===== config.mk =====
export PLATFORM = sky130hd
export DESIGN_NAME = hilo_muldiv_unit
export DESIGN_NICKNAME = d
export VERILOG_FILES = /design/src/rtl/hilo_muldiv_unit.sv
export SDC_FILE = /design/constraint.sdc
export NUM_CORES = 1
export LEC_CHECK = 0
export CAP_MARGIN = 20
export CORE_MARGIN = 1.5
export CORE_UTILIZATION = 60
export DETAILED_ROUTE_END_ITERATION = 10
export PLACE_DENSITY = 0.86
export SYNTH_ARGS = -nofsm -noshare
export SYNTH_HDL_FRONTEND = slang
export SYNTH_SLANG_ARGS = --single-unit

===== constraint.sdc =====
create_clock -name clk -period 16.27 [get_ports clk]
set_clock_uncertainty 0.15 [all_clocks]
set_input_delay 3.254 -clock clk [delete_from_list [all_inputs] [get_ports clk]]
set_output_delay 3.254 -clock clk [all_outputs]
set_load 0.05 [all_outputs]

===== src/rtl/hilo_muldiv_unit.sv =====
// HI/LO producer: iterative MULT/MULTU/DIV/DIVU plus single-cycle MTHI/MTLO.
// Define HILO_FAST_MUL_EN to compute multiplies with one combinational multiplier.
module hilo_muldiv_unit #(
    parameter int WIDTH = 32,
    parameter int CNT_W = 6
) (
    input  logic                 clk,
    input  logic                 rst,
    input  logic                 start,
    input  logic [2:0]           op,
    input  logic [WIDTH-1:0]     src1,
    input  logic [WIDTH-1:0]     src2,
    input  logic                 flush,
    output logic                 stall_req,
    output logic                 w_hi_we,
    output logic                 w_lo_we,
    output logic [WIDTH-1:0]     hi_i,
    output logic [WIDTH-1:0]     lo_i,
    output logic [2*WIDTH+1:0]   hilo_to_id_bus
);

    typedef enum logic [1:0] {S_IDLE, S_RUN, S_FIX, S_DONE} state_t;

    state_t             r_state;
    state_t             w_state_nx;
    logic [CNT_W-1:0]   r_count;
    logic [2*WIDTH-1:0] r_acc;
    logic [WIDTH-1:0]   r_opnd;
    logic [WIDTH-1:0]   r_hi;
    logic [WIDTH-1:0]   r_lo;
    logic               r_is_div;
    logic               r_neg_q;
    logic               r_neg_r;

    logic               w_idle;
    logic               w_issue;
    logic               w_mthi;
    logic               w_mtlo;
    logic               w_fast;
    logic               w_s1_neg;
    logic               w_s2_neg;
    logic [WIDTH-1:0]   w_abs1;
    logic [WIDTH-1:0]   w_abs2;
    logic [WIDTH:0]     w_mul_sum;
    logic [2*WIDTH-1:0] w_mul_nx;
    logic [WIDTH:0]     w_div_rem;
    logic [WIDTH:0]     w_div_dif;
    logic [2*WIDTH-1:0] w_div_nx;
    logic [2*WIDTH-1:0] w_fix_prod;
    logic [WIDTH-1:0]   w_fix_quo;
    logic [WIDTH-1:0]   w_fix_rem;

    assign w_idle   = (r_state == S_IDLE);
    assign w_issue  = w_idle & start & ~flush & ~op[2];
    assign w_mthi   = w_idle & start & ~flush & (op == 3'd4);
    assign w_mtlo   = w_idle & start & ~flush & (op == 3'd5);
    // Even opcodes (MULT, DIV) are the signed flavours
    assign w_s1_neg = ~op[0] & src1[WIDTH-1];
    assign w_s2_neg = ~op[0] & src2[WIDTH-1];
    assign w_abs1   = w_s1_neg ? -src1 : src1;
    assign w_abs2   = w_s2_neg ? -src2 : src2;

`ifdef HILO_FAST_MUL_EN
    logic [2*WIDTH-1:0] w_fast_prod;
    assign w_fast      = w_issue & ~op[1];
    assign w_fast_prod = {{WIDTH{w_s1_neg}}, src1} * {{WIDTH{w_s2_neg}}, src2};
`else
    assign w_fast = 1'b0;
`endif

    // Shift-add: multiplier sits in the low half and drains out the bottom
    assign w_mul_sum = {1'b0, r_acc[2*WIDTH-1:WIDTH]}
                     + (r_acc[0] ? {1'b0, r_opnd} : '0);
    assign w_mul_nx  = {w_mul_sum, r_acc[WIDTH-1:1]};

    // Restoring divide on {rem, quo}; borrow bit decides the quotient bit
    assign w_div_rem = {r_acc[2*WIDTH-1:WIDTH], r_acc[WIDTH-1]};
    assign w_div_dif = w_div_rem - {1'b0, r_opnd};
    assign w_div_nx  = w_div_dif[WIDTH]
                     ? {w_div_rem[WIDTH-1:0], r_acc[WIDTH-2:0], 1'b0}
                     : {w_div_dif[WIDTH-1:0], r_acc[WIDTH-2:0], 1'b1};

    assign w_fix_prod = r_neg_q ? -r_acc : r_acc;
    assign w_fix_quo  = r_neg_q ? -r_acc[WIDTH-1:0] : r_acc[WIDTH-1:0];
    assign w_fix_rem  = r_neg_r ? -r_acc[2*WIDTH-1:WIDTH]
                                : r_acc[2*WIDTH-1:WIDTH];

    always_ff @(posedge clk or posedge rst) begin
        if (rst) r_state <= S_IDLE;
        else     r_state <= w_state_nx;
    end

    always_comb begin
        w_state_nx = r_state;
        case (r_state)
            S_IDLE: if (w_issue) w_state_nx = w_fast ? S_DONE : S_RUN;
            S_RUN:  if (r_count == CNT_W'(WIDTH-1)) w_state_nx = S_FIX;
            S_FIX:  w_state_nx = S_DONE;
            S_DONE: w_state_nx = S_IDLE;
            default: w_state_nx = S_IDLE;
        endcase
        if (flush) w_state_nx = S_IDLE;
    end

    always_comb begin
        stall_req = w_issue | (r_state == S_RUN) | (r_state == S_FIX);
        w_hi_we   = w_mthi | ((r_state == S_DONE) & ~flush);
        w_lo_we   = w_mtlo | ((r_state == S_DONE) & ~flush);
        hi_i      = w_mthi ? src1 : r_hi;
        lo_i      = w_mtlo ? src1 : r_lo;
    end

    assign hilo_to_id_bus = {w_hi_we, w_lo_we, hi_i, lo_i};

    always_ff @(posedge clk or posedge rst) begin
        if (rst) begin
            r_count  <= '0;
            r_acc    <= '0;
            r_opnd   <= '0;
            r_hi     <= '0;
            r_lo     <= '0;
            r_is_div <= 1'b0;
            r_neg_q  <= 1'b0;
            r_neg_r  <= 1'b0;
        end else begin
            if (w_issue) begin
                r_count  <= '0;
                r_is_div <= op[1];
                r_neg_q  <= w_s1_neg ^ w_s2_neg;
                r_neg_r  <= w_s1_neg & op[1];
                if (op[1]) begin
                    r_acc  <= {{WIDTH{1'b0}}, w_abs1};
                    r_opnd <= w_abs2;
                end else begin
                    r_acc  <= {{WIDTH{1'b0}}, w_abs2};
                    r_opnd <= w_abs1;
                end
`ifdef HILO_FAST_MUL_EN
                if (w_fast) {r_hi, r_lo} <= w_fast_prod;
`endif
            end
            if (w_mthi) r_hi <= src1;
            if (w_mtlo) r_lo <= src1;
            if (r_state == S_RUN) begin
                r_acc   <= r_is_div ? w_div_nx : w_mul_nx;
                r_count <= r_count + 1'b1;
            end
            if (r_state == S_FIX) begin
                r_hi <= r_is_div ? w_fix_rem : w_fix_prod[2*WIDTH-1:WIDTH];
                r_lo <= r_is_div ? w_fix_quo : w_fix_prod[WIDTH-1:0];
            end
        end
    end

endmodule


==> impl_summary.log <==
[metrics] Max stage delay cell, worst path: clkdlybuf4s50_1
[metrics] smallest hold slack: 0.339 ns
[metrics] part of the cycle the worst path needs: just over 60%
[metrics] critical path capture point type: output pin
[metrics] PnR worst setup slack: 6.32 ns
[metrics] clock edge transition at the registers on the reported setup and hold paths: 0.07 ns
[metrics] per-cell via count in the routed design: 6.67
[metrics] Detailed Route WL: 55000 microns
[metrics] total design power: 4.47 mW
[metrics] max cap viols: 0
[metrics] buffer depth of the longest clock path: 2
[metrics] CP Max Fanout: 19
[metrics] count of vias placed by the detailed router: roughly 16000
[metrics] FILL cells: 2076
[metrics] final hold violations: 0
[metrics] setup repair after global routing missed its margin: no
[metrics] first-pass GRT wire length: 82700 microns
[metrics] power density over cell area: around 250 nW/um^2
[metrics] CTS tree: built
[metrics] Net count, final: 2199
[metrics] number of flip-flops and latches in the synthesized netlist: 171
[metrics] GRT Residual Overflow: 0
[metrics] H-tree depth: 4
[metrics] Post-synth EDFFs: 0
[metrics] Slew Limit Headroom: 26.0%
[metrics] sum of negative setup slack: 0 ns
[metrics] Detailed Route Iter0 Violations: approximately 2200
[metrics] static leakage power: 7.42 nW
[metrics] VDD IR max: ~190 uV
[metrics] post-synthesis to final-layout area growth: 14.3%
[metrics] placement-stage worst setup slack: 6.42 ns
[metrics] required time reported for the critical path endpoint: between 10 and 15 ns
[metrics] synthesized netlist cell count: 1996
[metrics] top cell type's share of synthesized area: 27.0%
[metrics] Slew @ Worst Pin: around 1.1 ns
[metrics] cts-stage hold buffer count: 0
[metrics] final setup violating endpoints: 0
[metrics] share of final-layout standard cells stronger than drive strength 1: 8.09%
[metrics] post-CTS setup buffer count: 0
[metrics] total routing resource utilization after global routing: 39.9%
[metrics] biggest area contributors in the synthesized netlist: dfrtp_1 27%, a21oi_1 6.4%, ha_1 5.8%, mux2_2 5.7%, nor2_1 4.8%
[metrics] cell types with the highest counts after synthesis: 204 x a21oi_1, 204 x nor2_1, 178 x nand2_1, 171 x dfrtp_1, 137 x o21ai_0
[metrics] Yosys cell types: 79
[metrics] drt pass-1 iters: 8
[metrics] area of the mapped netlist: 15900 sq um
[metrics] placeable core region: 26000 sq um
[metrics] number of cells traversed by the worst hold path: 2
[metrics] # port buffers: between 200 and 250
[metrics] clock buffers created by TritonCTS: 17
[metrics] critical path start-end classification: in -> out
[metrics] CP Launch Type: input port
[metrics] Die Y: 166 microns
[metrics] Hold Path Class: reg -> reg
[metrics] clock root buffer: clkbuf_16
[metrics] width of the die: 166 microns
[metrics] total half-perimeter wirelength after legalization and detailed placement: 41100 microns
[metrics] Site Rows: just under 60
[metrics] Yosys top cell by area: dfrtp_1
[metrics] number of gates resized after cts: 0
[metrics] result of the run: complete, no violations
[metrics] antenna violations before repair: 1
[metrics] number of top-level pins: 204
[metrics] mean routed wirelength per cell: about 23 microns
[metrics] arrival time at the worst endpoint: roughly 6.6 ns
[metrics] Slew Viols, Final: 0
[metrics] routability congestion estimate from global placement: 0.982
[metrics] number of synthesis warnings: 0
[metrics] via count of the first global-routing pass: 14500
[metrics] worst-skew pair later-pin latency: 0.45 ns
[metrics] highest cell delay on the worst timing path: 0.87 ns
[metrics] fmax: 100 MHz
[metrics] area enclosed by the die boundary: 27400 sq um
[metrics] final routed DRC violation total: 0
[metrics] depth of the most critical reg-to-reg path: 12
[metrics] part of the Yosys area used for sequential elements: 27.0%
[metrics] clock sink total: about 170
[metrics] post-synthesis area per instance: 7.94 sq um
[metrics] Top FF cell, synth: dfrtp_1
[metrics] most prevalent standard cell on the critical path: clkdlybuf4s50_1
[metrics] post-synthesis async set-or-reset flop share: 100%
[metrics] Post-Syn Nets: 2143
[metrics] Final Util: 69.8%
[metrics] minimum period implied by the final worst setup slack: around 10 ns
[metrics] post-route antenna net violation count: 0
[metrics] maximum number of pins on one net before global-route repair: 85
[metrics] worst-path cell chain: clkdlybuf4s50_1 > inv_1 > nand3_1 > nor3b_1 > and2_1 > buf_4 > nand2b_1 > clkdlybuf4s50_1
[metrics] initial standard-cell utilization of the core: between 60% and 70%
-- area by class of cell --
cell class	instances	area, sq um	area share [%]
diodes	1	2.50	0.0138
well taps	335	419	2.31
inverters	64	245	1.35
flip-flops and latches	171	4280	23.6
multi-input cells	1575	10400	57.4
clock inverters	15	173	0.953
clock buffers	17	425	2.35
repair buffers	223	2180	12.0
-- power by group --
part	internal (mW)	total [mW]	switching (mW)
logic	1.14	3.19	2.05
registers	0.626	0.863	0.238
clock network	0.209	0.422	0.214
total	1.98	4.47	2.50
-- through the flow --
step           cells  area, sq um
2_1_floorplan   1996        15900
3_3_place_gp    2368        17500
3_5_place_dp    2368        17500
4_1_cts         2400        18100
5_1_grt         2400        18100
6_report        2401        18100
-- routing by layer --
metal	share of wire, %	up-vias	global-route usage (%)
li1	-	7198	-
met1	39	7554	53.9
met2	44	1093	59.3
met3	13	162	9.44
met4	5.0	0	20.6
met5	0	-	0
-- cells by family after synthesis --
kind of cell / Yosys count / share of synthesized area [%]
xor gates and xnor gates: 168 / 9.33
DFF: 171 / 27.0
muxes: 133 / 9.03
adders and majority gates: 76 / 6.09
buffers and inverters: 250 / 7.58
AOI/OAI and AO/OA: 599 / 23.4
and+or+nand+nor: 599 / 17.6
-- flip-flops by register name, indices dropped and copies added (netlist names), 2 cells and up --
name	flops
r_opnd	32
r_count	6
r_lo	32
r_acc	64
r_state	2
r_hi	32
-- path summary, 6_finish.rpt --
| path | from | end | slack [ns] |
|---|---|---|---|
| setup / recovery | flush | hilo_to_id_bus[64] | 6.32 |
| hold / removal | r_opnd[25] | r_opnd[25] | 0.34 |
| setup reg to reg | r_acc[31] | r_acc[52] | 11.69 |
| hold reg to reg | r_opnd[25] | r_opnd[25] | 0.34 |
| max in group asynchronous | rst | r_is_div | 10.85 |
| min in group asynchronous | rst | r_hi[19] | 3.07 |
-- worst max-delay path: cells and delay by family --
kind,cells,cell delay [ns]
buf+inv,4,1.78
simple gates,4,1.51
-- cell usage in the layout (no fill, tap or decap), types with 14 or more instances in the layout --
cell type        instances
a21oi_1                204
nor2_1                 202
clkdlybuf4s50_1        202
nand2_1                178
dfrtp_1                170
o21ai_0                137
xnor2_1                 85
xor2_1                  82
mux2_2                  80
ha_1                    72
inv_1                   62
mux2i_1                 53
nor3_1                  43
a211oi_1                41
o211ai_1                29
nand3_1                 28
a31oi_1                 25
a22oi_1                 24
a21o_1                  21
o31ai_1                 20
or3_1                   20
buf_4                   20
nand2b_1                18
nor2b_1                 17
and3_1                  17
clkbuf_16               17
nor4_1                  14
(Power assumes the default switching activity.)
